[src/rtl/decode_pkg.sv]
// Shared constants and types for the RV32I(+M) decode stage: opcodes,
// control-ROM indices, immediate formats and the decoded-entry record.
package decode_pkg;

  localparam logic [6:0] OPC_LOAD   = 7'b0000011;
  localparam logic [6:0] OPC_STORE  = 7'b0100011;
  localparam logic [6:0] OPC_BRANCH = 7'b1100011;
  localparam logic [6:0] OPC_JALR   = 7'b1100111;
  localparam logic [6:0] OPC_JAL    = 7'b1101111;
  localparam logic [6:0] OPC_OP_IMM = 7'b0010011;
  localparam logic [6:0] OPC_OP     = 7'b0110011;
  localparam logic [6:0] OPC_LUI    = 7'b0110111;
  localparam logic [6:0] OPC_AUIPC  = 7'b0010111;

  localparam logic [6:0] F7_BASE   = 7'b0000000;
  localparam logic [6:0] F7_ALT    = 7'b0100000;
  localparam logic [6:0] F7_MULDIV = 7'b0000001;

  localparam logic [5:0] MA_BUBBLE = 6'd0;
  localparam logic [5:0] MA_ADD    = 6'd1;
  localparam logic [5:0] MA_SUB    = 6'd2;
  localparam logic [5:0] MA_AND    = 6'd3;
  localparam logic [5:0] MA_OR     = 6'd4;
  localparam logic [5:0] MA_XOR    = 6'd5;
  localparam logic [5:0] MA_SLL    = 6'd6;
  localparam logic [5:0] MA_SRL    = 6'd7;
  localparam logic [5:0] MA_SRA    = 6'd8;
  localparam logic [5:0] MA_SLT    = 6'd9;
  localparam logic [5:0] MA_SLTU   = 6'd10;
  localparam logic [5:0] MA_LOAD   = 6'd11;
  localparam logic [5:0] MA_STORE  = 6'd12;
  localparam logic [5:0] MA_BRANCH = 6'd13;
  localparam logic [5:0] MA_ADDI   = 6'd14;
  localparam logic [5:0] MA_SLTI   = 6'd15;
  localparam logic [5:0] MA_SLTIU  = 6'd16;
  localparam logic [5:0] MA_XORI   = 6'd17;
  localparam logic [5:0] MA_ORI    = 6'd18;
  localparam logic [5:0] MA_ANDI   = 6'd19;
  localparam logic [5:0] MA_SLLI   = 6'd20;
  localparam logic [5:0] MA_SRLI   = 6'd21;
  localparam logic [5:0] MA_SRAI   = 6'd22;
  localparam logic [5:0] MA_LUI    = 6'd23;
  localparam logic [5:0] MA_AUIPC  = 6'd24;
  localparam logic [5:0] MA_JAL    = 6'd25;
  localparam logic [5:0] MA_JALR   = 6'd26;
  localparam logic [5:0] MA_MUL    = 6'd27;
  localparam logic [5:0] MA_DIV    = 6'd28;
  localparam logic [5:0] MA_REM    = 6'd29;

  typedef enum logic [2:0] {
    IMM_R, IMM_I, IMM_S, IMM_B, IMM_U, IMM_J, IMM_SH
  } imm_fmt_e;

  typedef struct packed {
    logic [5:0]  mapped_address;
    logic [4:0]  rd;
    logic [4:0]  rs1;
    logic [4:0]  rs2;
    logic [31:0] imm;
    logic [31:0] pc;
    logic        illegal;
  } dec_t;

endpackage

[src/rtl/decode_map.sv]
// Combinational RV32I decoder: instr -> control ROM index, immediate, illegal.
// DECODE_MEXT_EN enables MUL/DIV/DIVU/REM/REMU; otherwise funct7=0000001 OP is illegal.
module decode_map
  import decode_pkg::*;
(
  input  logic [31:0] instr,
  output logic [5:0]  mapped_address,
  output logic [31:0] imm,
  output logic        illegal
);

  logic [6:0]  opcode, f7;
  logic [2:0]  f3;
  logic [5:0]  ma;
  logic [31:0] imm_raw;
  imm_fmt_e    fmt;

  assign opcode = instr[6:0];
  assign f3     = instr[14:12];
  assign f7     = instr[31:25];

  always_comb begin
    ma  = MA_BUBBLE;
    fmt = IMM_R;
    case (opcode)
      OPC_OP: begin
        if (f7 == F7_BASE) begin
          case (f3)
            3'd0: ma = MA_ADD;
            3'd1: ma = MA_SLL;
            3'd2: ma = MA_SLT;
            3'd3: ma = MA_SLTU;
            3'd4: ma = MA_XOR;
            3'd5: ma = MA_SRL;
            3'd6: ma = MA_OR;
            3'd7: ma = MA_AND;
          endcase
        end else if (f7 == F7_ALT) begin
          if (f3 == 3'd0)      ma = MA_SUB;
          else if (f3 == 3'd5) ma = MA_SRA;
        end
`ifdef DECODE_MEXT_EN
        // MULH/MULHSU/MULHU (f3 1..3) stay illegal
        else if (f7 == F7_MULDIV) begin
          case (f3)
            3'd0:       ma = MA_MUL;
            3'd4, 3'd5: ma = MA_DIV;
            3'd6, 3'd7: ma = MA_REM;
            default:    ma = MA_BUBBLE;
          endcase
        end
`endif
      end
      OPC_OP_IMM: begin
        fmt = IMM_I;
        case (f3)
          3'd0: ma = MA_ADDI;
          3'd2: ma = MA_SLTI;
          3'd3: ma = MA_SLTIU;
          3'd4: ma = MA_XORI;
          3'd6: ma = MA_ORI;
          3'd7: ma = MA_ANDI;
          3'd1: begin
            fmt = IMM_SH;
            if (f7 == F7_BASE) ma = MA_SLLI;
          end
          3'd5: begin
            fmt = IMM_SH;
            if (f7 == F7_BASE)     ma = MA_SRLI;
            else if (f7 == F7_ALT) ma = MA_SRAI;
          end
        endcase
      end
      OPC_LOAD: begin
        fmt = IMM_I;
        if (f3 inside {3'd0, 3'd1, 3'd2, 3'd4, 3'd5}) ma = MA_LOAD;
      end
      OPC_STORE: begin
        fmt = IMM_S;
        if (f3 inside {3'd0, 3'd1, 3'd2}) ma = MA_STORE;
      end
      OPC_BRANCH: begin
        fmt = IMM_B;
        if (!(f3 inside {3'd2, 3'd3})) ma = MA_BRANCH;
      end
      OPC_LUI:   begin fmt = IMM_U; ma = MA_LUI;   end
      OPC_AUIPC: begin fmt = IMM_U; ma = MA_AUIPC; end
      OPC_JAL:   begin fmt = IMM_J; ma = MA_JAL;   end
      OPC_JALR: begin
        fmt = IMM_I;
        if (f3 == 3'd0) ma = MA_JALR;
      end
      default: ma = MA_BUBBLE;
    endcase
  end

  always_comb begin
    case (fmt)
      IMM_I:   imm_raw = {{20{instr[31]}}, instr[31:20]};
      IMM_S:   imm_raw = {{20{instr[31]}}, instr[31:25], instr[11:7]};
      IMM_B:   imm_raw = {{20{instr[31]}}, instr[7], instr[30:25], instr[11:8], 1'b0};
      IMM_U:   imm_raw = {instr[31:12], 12'b0};
      IMM_J:   imm_raw = {{12{instr[31]}}, instr[19:12], instr[20], instr[30:21], 1'b0};
      IMM_SH:  imm_raw = {27'b0, instr[24:20]};
      default: imm_raw = '0;
    endcase
  end

  // every legal encoding maps to a nonzero ROM index
  assign illegal        = (ma == MA_BUBBLE);
  assign mapped_address = ma;
  assign imm            = illegal ? '0 : imm_raw;

endmodule

[src/rtl/decode_stage.sv]
// Decode stage: decode_map feeding an output register plus one skid entry.
// Build option DECODE_MEXT_EN (consumed by decode_map) enables the M extension.
module decode_stage
  import decode_pkg::*;
(
  input  logic        clk,
  input  logic        reset,
  input  logic        in_valid,
  output logic        in_ready,
  input  logic [31:0] instr,
  input  logic [31:0] pc_in,
  output logic        out_valid,
  input  logic        out_ready,
  output logic [5:0]  mapped_address,
  output logic [4:0]  rd,
  output logic [4:0]  rs1,
  output logic [4:0]  rs2,
  output logic [31:0] imm,
  output logic [31:0] pc_out,
  output logic        illegal,
  input  logic        flush,
  output logic [15:0] illegal_count
);

  logic [5:0]  map_ma;
  logic [31:0] map_imm;
  logic        map_ill;
  dec_t        dec, out_q, skid_q;
  logic        out_v, skid_v;
  logic [15:0] ill_cnt;
  logic        acc, take, out_free;

  decode_map u_map (
    .instr          (instr),
    .mapped_address (map_ma),
    .imm            (map_imm),
    .illegal        (map_ill)
  );

  always_comb begin
    dec.mapped_address = map_ma;
    dec.rd             = map_ill ? 5'd0 : instr[11:7];
    dec.rs1            = instr[19:15];
    dec.rs2            = instr[24:20];
    dec.imm            = map_imm;
    dec.pc             = pc_in;
    dec.illegal        = map_ill;
  end

  // in_ready is purely a function of registered skid state
  assign in_ready = !skid_v;
  assign acc      = in_valid && in_ready;
  assign take     = out_v && out_ready;
  assign out_free = !out_v || out_ready;

  always_ff @(posedge clk) begin
    if (reset) begin
      out_v   <= 1'b0;
      skid_v  <= 1'b0;
      out_q   <= '0;
      skid_q  <= '0;
      ill_cnt <= '0;
    end else if (flush) begin
      out_v  <= 1'b0;
      skid_v <= 1'b0;
    end else begin
      if (out_free) begin
        // skid is older than anything arriving now; drain it first
        if (skid_v) begin
          out_q  <= skid_q;
          out_v  <= 1'b1;
          skid_v <= 1'b0;
        end else if (acc) begin
          out_q <= dec;
          out_v <= 1'b1;
        end else begin
          out_v <= 1'b0;
        end
      end else if (acc) begin
        skid_q <= dec;
        skid_v <= 1'b1;
      end
      if (take && out_q.illegal && ill_cnt != 16'hFFFF)
        ill_cnt <= ill_cnt + 16'd1;
    end
  end

  assign out_valid      = out_v;
  assign mapped_address = out_q.mapped_address;
  assign rd             = out_q.rd;
  assign rs1            = out_q.rs1;
  assign rs2            = out_q.rs2;
  assign imm            = out_q.imm;
  assign pc_out         = out_q.pc;
  assign illegal        = out_q.illegal;
  assign illegal_count  = ill_cnt;

endmodule

[config.mk]
export PLATFORM = sky130hd
export DESIGN_NAME = decode_stage
export DESIGN_NICKNAME = d
export VERILOG_FILES = /design/src/rtl/decode_pkg.sv /design/src/rtl/decode_map.sv /design/src/rtl/decode_stage.sv
export SDC_FILE = /design/constraint.sdc
export NUM_CORES = 1
export LEC_CHECK = 0
export ABC_AREA = 1
export CAP_MARGIN = 20
export CORE_MARGIN = 4
export CORE_UTILIZATION = 52
export DETAILED_ROUTE_END_ITERATION = 10
export PLACE_DENSITY = 0.92
export SLEW_MARGIN = 15
export SYNTH_ARGS = -nofsm -noshare
export SYNTH_HDL_FRONTEND = slang
export SYNTH_SLANG_ARGS = --single-unit
[constraint.sdc]
create_clock -name clk -period 2.2 [get_ports clk]
set_input_delay 0.22 -clock clk [delete_from_list [all_inputs] [get_ports clk]]
set_output_delay 0.22 -clock clk [all_outputs]
set_load 0.03 [all_outputs]
==> flow_summary_export.csv, run 1 <==
group,metric,value,unit
run_status,status,"finished, final reports clean",
critical_path,cpLargestDelayFamily,"simple AND/OR/NAND/NOR gates",
sta,clock_skew,10.3,ps
clocking,cts_buffers,17,
routing,antenna_left,0,
grt,grt_pass1_vias,8403,
grt,grt-busiest-layer,"met2",
routing,wl_per_cell,15.3,um
grt,grt_max_degree,99,
die,start_util,0.537,
grt,met3_usage,0.0507,
critical_path,crit_buf_inv,3,
sta,slew_viol_final,0,
clocking,ctsHoldBuffers,0,
die,core_area,16100,um2
grt,grt.overflow.total,0,
sta,max_freq,491,MHz
synthesis,netlist_area,8620,um2
routing,drt-pass1-iter-count,5,
final_layout,diodes,0,
power_and_ir_drop,power.internal,5.44,mW
sta,fin_crit_sh,0.925,
synthesis,ys_warn_count,0,
sta,finalSetupViolCount,0,
final_layout,nets,1507,
sta,rsz0062_at_grt,"no",
critical_path,cp_max_fo,29,
synthesis,synth_edf_count,0,
critical_path,slowest_stage,"clkdlybuf4s50_1",
routing,routed_wl,25400,um
routing,vias,9100,
clocking,cts_tree,"built",
power_and_ir_drop,seq_power_share,0.464,
critical_path,worstPathArrival,2340,ps
clocking,cts_root_buf,"clkbuf_16",
placement,port_buffers,171,
critical_path,path_class,"primary input to flop",
placement,dp_hpwl,17800,um
die,design.die.area,18700,um2
synthesis,synth.net_count,1330,
clocking,clock_latency,450,ps
critical_path,cpMostUsedCell,"nand2_1",
critical_path,worstSetupStartpointType,"primary input",
die,rows,46,
die,die_w,137,um
critical_path,crit_chain,"clkdlybuf4s50_1 -> inv_1 -> nand2_1 -> nor2_2 -> nand2_1 -> nand2_1 -> nor2_1 -> nor2_1 -> nand3_1 -> nor2_1 -> nand2_2 -> buf_12 -> nand2_1 -> nand2_1 -> nand2_1 -> a21oi_1",
synthesis,syn_avg_cell_area,6.84,um2
synthesis,syn-instance-count,1260,
routing,route.detailed.drc,0,
power_and_ir_drop,p_switching,2.17,mW
sta,hold_viol_final,0,
clocking,clockBufferDepth,2,
placement,place_area,10900,um2
synthesis,synth-seq-cells,188,
final_layout,final_common_cell,"nand2_1",
grt,grt_usage,0.268,
power_and_ir_drop,peakVddDrop,0.595,mV
sta,slew_headroom,0.562,
grt,antenna_found_initial,0,
die,die_h,137,um
flow_run,maxCapViolCount,0,
critical_path,end_kind,"flop",
synthesis,synth-main-ff-cell,"dfxtp_1",
critical_path,crit_required,2510,ps
power_and_ir_drop,leakagePower,5.13,nW
hold_path,hp-class,"primary input to flop",
critical_path,critical_path.max_stage_delay,430,ps
final_layout,mostFrequentLayoutCells,"nand2_1, dfxtp_1, clkdlybuf4s50_1",
die,ioPinCount,173,
placement,finalWeightedCongestion,0.973,
sta,period_needed,2040,ps
clocking,clkTransAtPathRegs,80,ps
sta,fin_setup_tns,0,ps
power_and_ir_drop,clock_power_share,0.419,
clocking,cts.htree.levels,4,
synthesis,ys_seq_area_frac,0.437,
final_layout,layout-drive-gt1-share,0.105,
power_and_ir_drop,p_sw_frac,0.285,
power_and_ir_drop,power_frac_comb,0.117,
synthesis,synth_cell_type_count,40,
clocking,cts_sinks,188,
sta,tightest_slew,657,ps
grt,use_met2,0.452,
routing,avgViaCountPerCell,5.46,
final_layout,final_cell_area,11500,um2
synthesis,synthArstFlopShare,0,
grt,use_met1,0.338,
grt,grt_pass1_wl,40600,um
power_and_ir_drop,powerDensity,660,nW/um2
routing,first_iter_violations,659,
final_layout,area_growth,33.8,%
## cell usage after synthesis, drive strengths merged (7+ instances only)
| master | count | area share |
|---|---|---|
| nand2 | 324 | 0.15 |
| dfxtp | 188 | 0.44 |
| o21ai | 162 | 0.094 |
| a21oi | 156 | 0.095 |
| nor2 | 129 | 0.060 |
| inv | 100 | 0.044 |
| clkbuf | 68 | 0.030 |
| a31oi | 42 | 0.030 |
| nand3 | 38 | 0.023 |
| buf | 16 | 0.011 |
| nor3 | 9 | 0.0058 |
| nand4 | 7 | 0.0051 |
## worst paths after layout
kind              cells past startpoint                             end  slack [ps]                            from
setup / recovery                     16            imm[11]$_SDFFE_PP0P_         160                       instr[25]
hold / removal                        3         skid_q[10]$_SDFFE_PP0P_         330                        pc_in[9]
setup reg to reg                     10   illegal_count[4]$_SDFFE_PP0P_         360   illegal_count[0]$_SDFFE_PP0P_
hold reg to reg                       2  mapped_address[4]$_SDFFE_PP0P_         470  mapped_address[4]$_SDFFE_PP0P_
## routing by layer
metal	wire length, um	share of wire	vias up
li1	-	-	4486
met1	10400	0.41	4129
met2	12000	0.47	425
met3	2190	0.086	60
met4	798	0.031	0
met5	0	0	-
## kinds of logic (layout without fill, tap and decap cells)
| logic type | Yosys count | after routing | share of synthesized area |
|---|---|---|---|
| adder cells (fa/ha/maj) | 1 | 1 | 0.00145 |
| buffers and inverters | 187 | 377 | 0.0862 |
| flip-flops | 188 | 188 | 0.437 |
| AND/OR/NAND/NOR | 513 | 513 | 0.247 |
| AO/OA/AOI/OAI | 368 | 368 | 0.226 |
| XOR/XNOR | 2 | 2 | 0.00203 |
| other | 1 | 1 | 0.000435 |
## timing repair
item | 4_1_cts | 5_1_grt
setup buffers | 0 | 0
resized for setup | 0 | 3
setup endpoints to repair | 0 | 22
## area by class of cell
type | instances | area [um2]
inverter | 103 | 393
clock buffer | 17 | 425
sequential | 188 | 3760
clock inverter | 15 | 196
tap | 216 | 270
multi-input combinational | 885 | 4130
fill | 1169 | 4530
timing repair buffer | 242 | 2350
## state kept, by name, indices dropped and copies added, names as in the netlist
signal          flops
imm                32
out_valid           1
skid_v              1
skid_q             85
rs2                 5
illegal             1
illegal_count      16
mapped_address      5
rs1                 5
rd                  5
pc_out             32
## worst reg2reg max path: stages (launching register included)
cell and delay [ps]:
dfxtp_1 400, ha_1 230, nand4_1 140, nor2_1 160, nand4_1 100, nand2_1 150
inv_1 120, buf_4 160, nand3_1 80, o21bai_1 60, and3_1 140
## metrics by stage
step | hold slack, ps | util | instances | setup slack [ps] | power (mW)
final | 328 | 0.718 | 1666 | 164 | 7.61
after global routing | 349 | 0.718 | 1666 | 3.43 | 7.84
after CTS | 329 | 0.717 | 1666 | 161 | 7.62
after detailed placement | 458 | 0.679 | 1634 | -285 | 4.48
after global placement | 446 | 0.679 | 1634 | -253 | 4.46
after floorplan | 299 | - | 1260 | 344 | 4.05
## power by group through the flow
stage	sequential [mW]	combinational (mW)	clock [mW]
2_1_floorplan	3.72	0.338	0
3_3_place_gp	3.60	0.862	0
3_5_place_dp	3.61	0.877	0
4_1_cts	3.53	0.883	3.21
5_1_grt	3.53	0.957	3.34
6_report	3.53	0.891	3.19
(Power assumes the default switching activity.)
==> run 2: changes to the inputs <==
Settings changed: CTS_CLUSTER_SIZE set to 40.
==> results of run 2 <==
The final DEF is identical to that of run 1; final timing and power are the same.
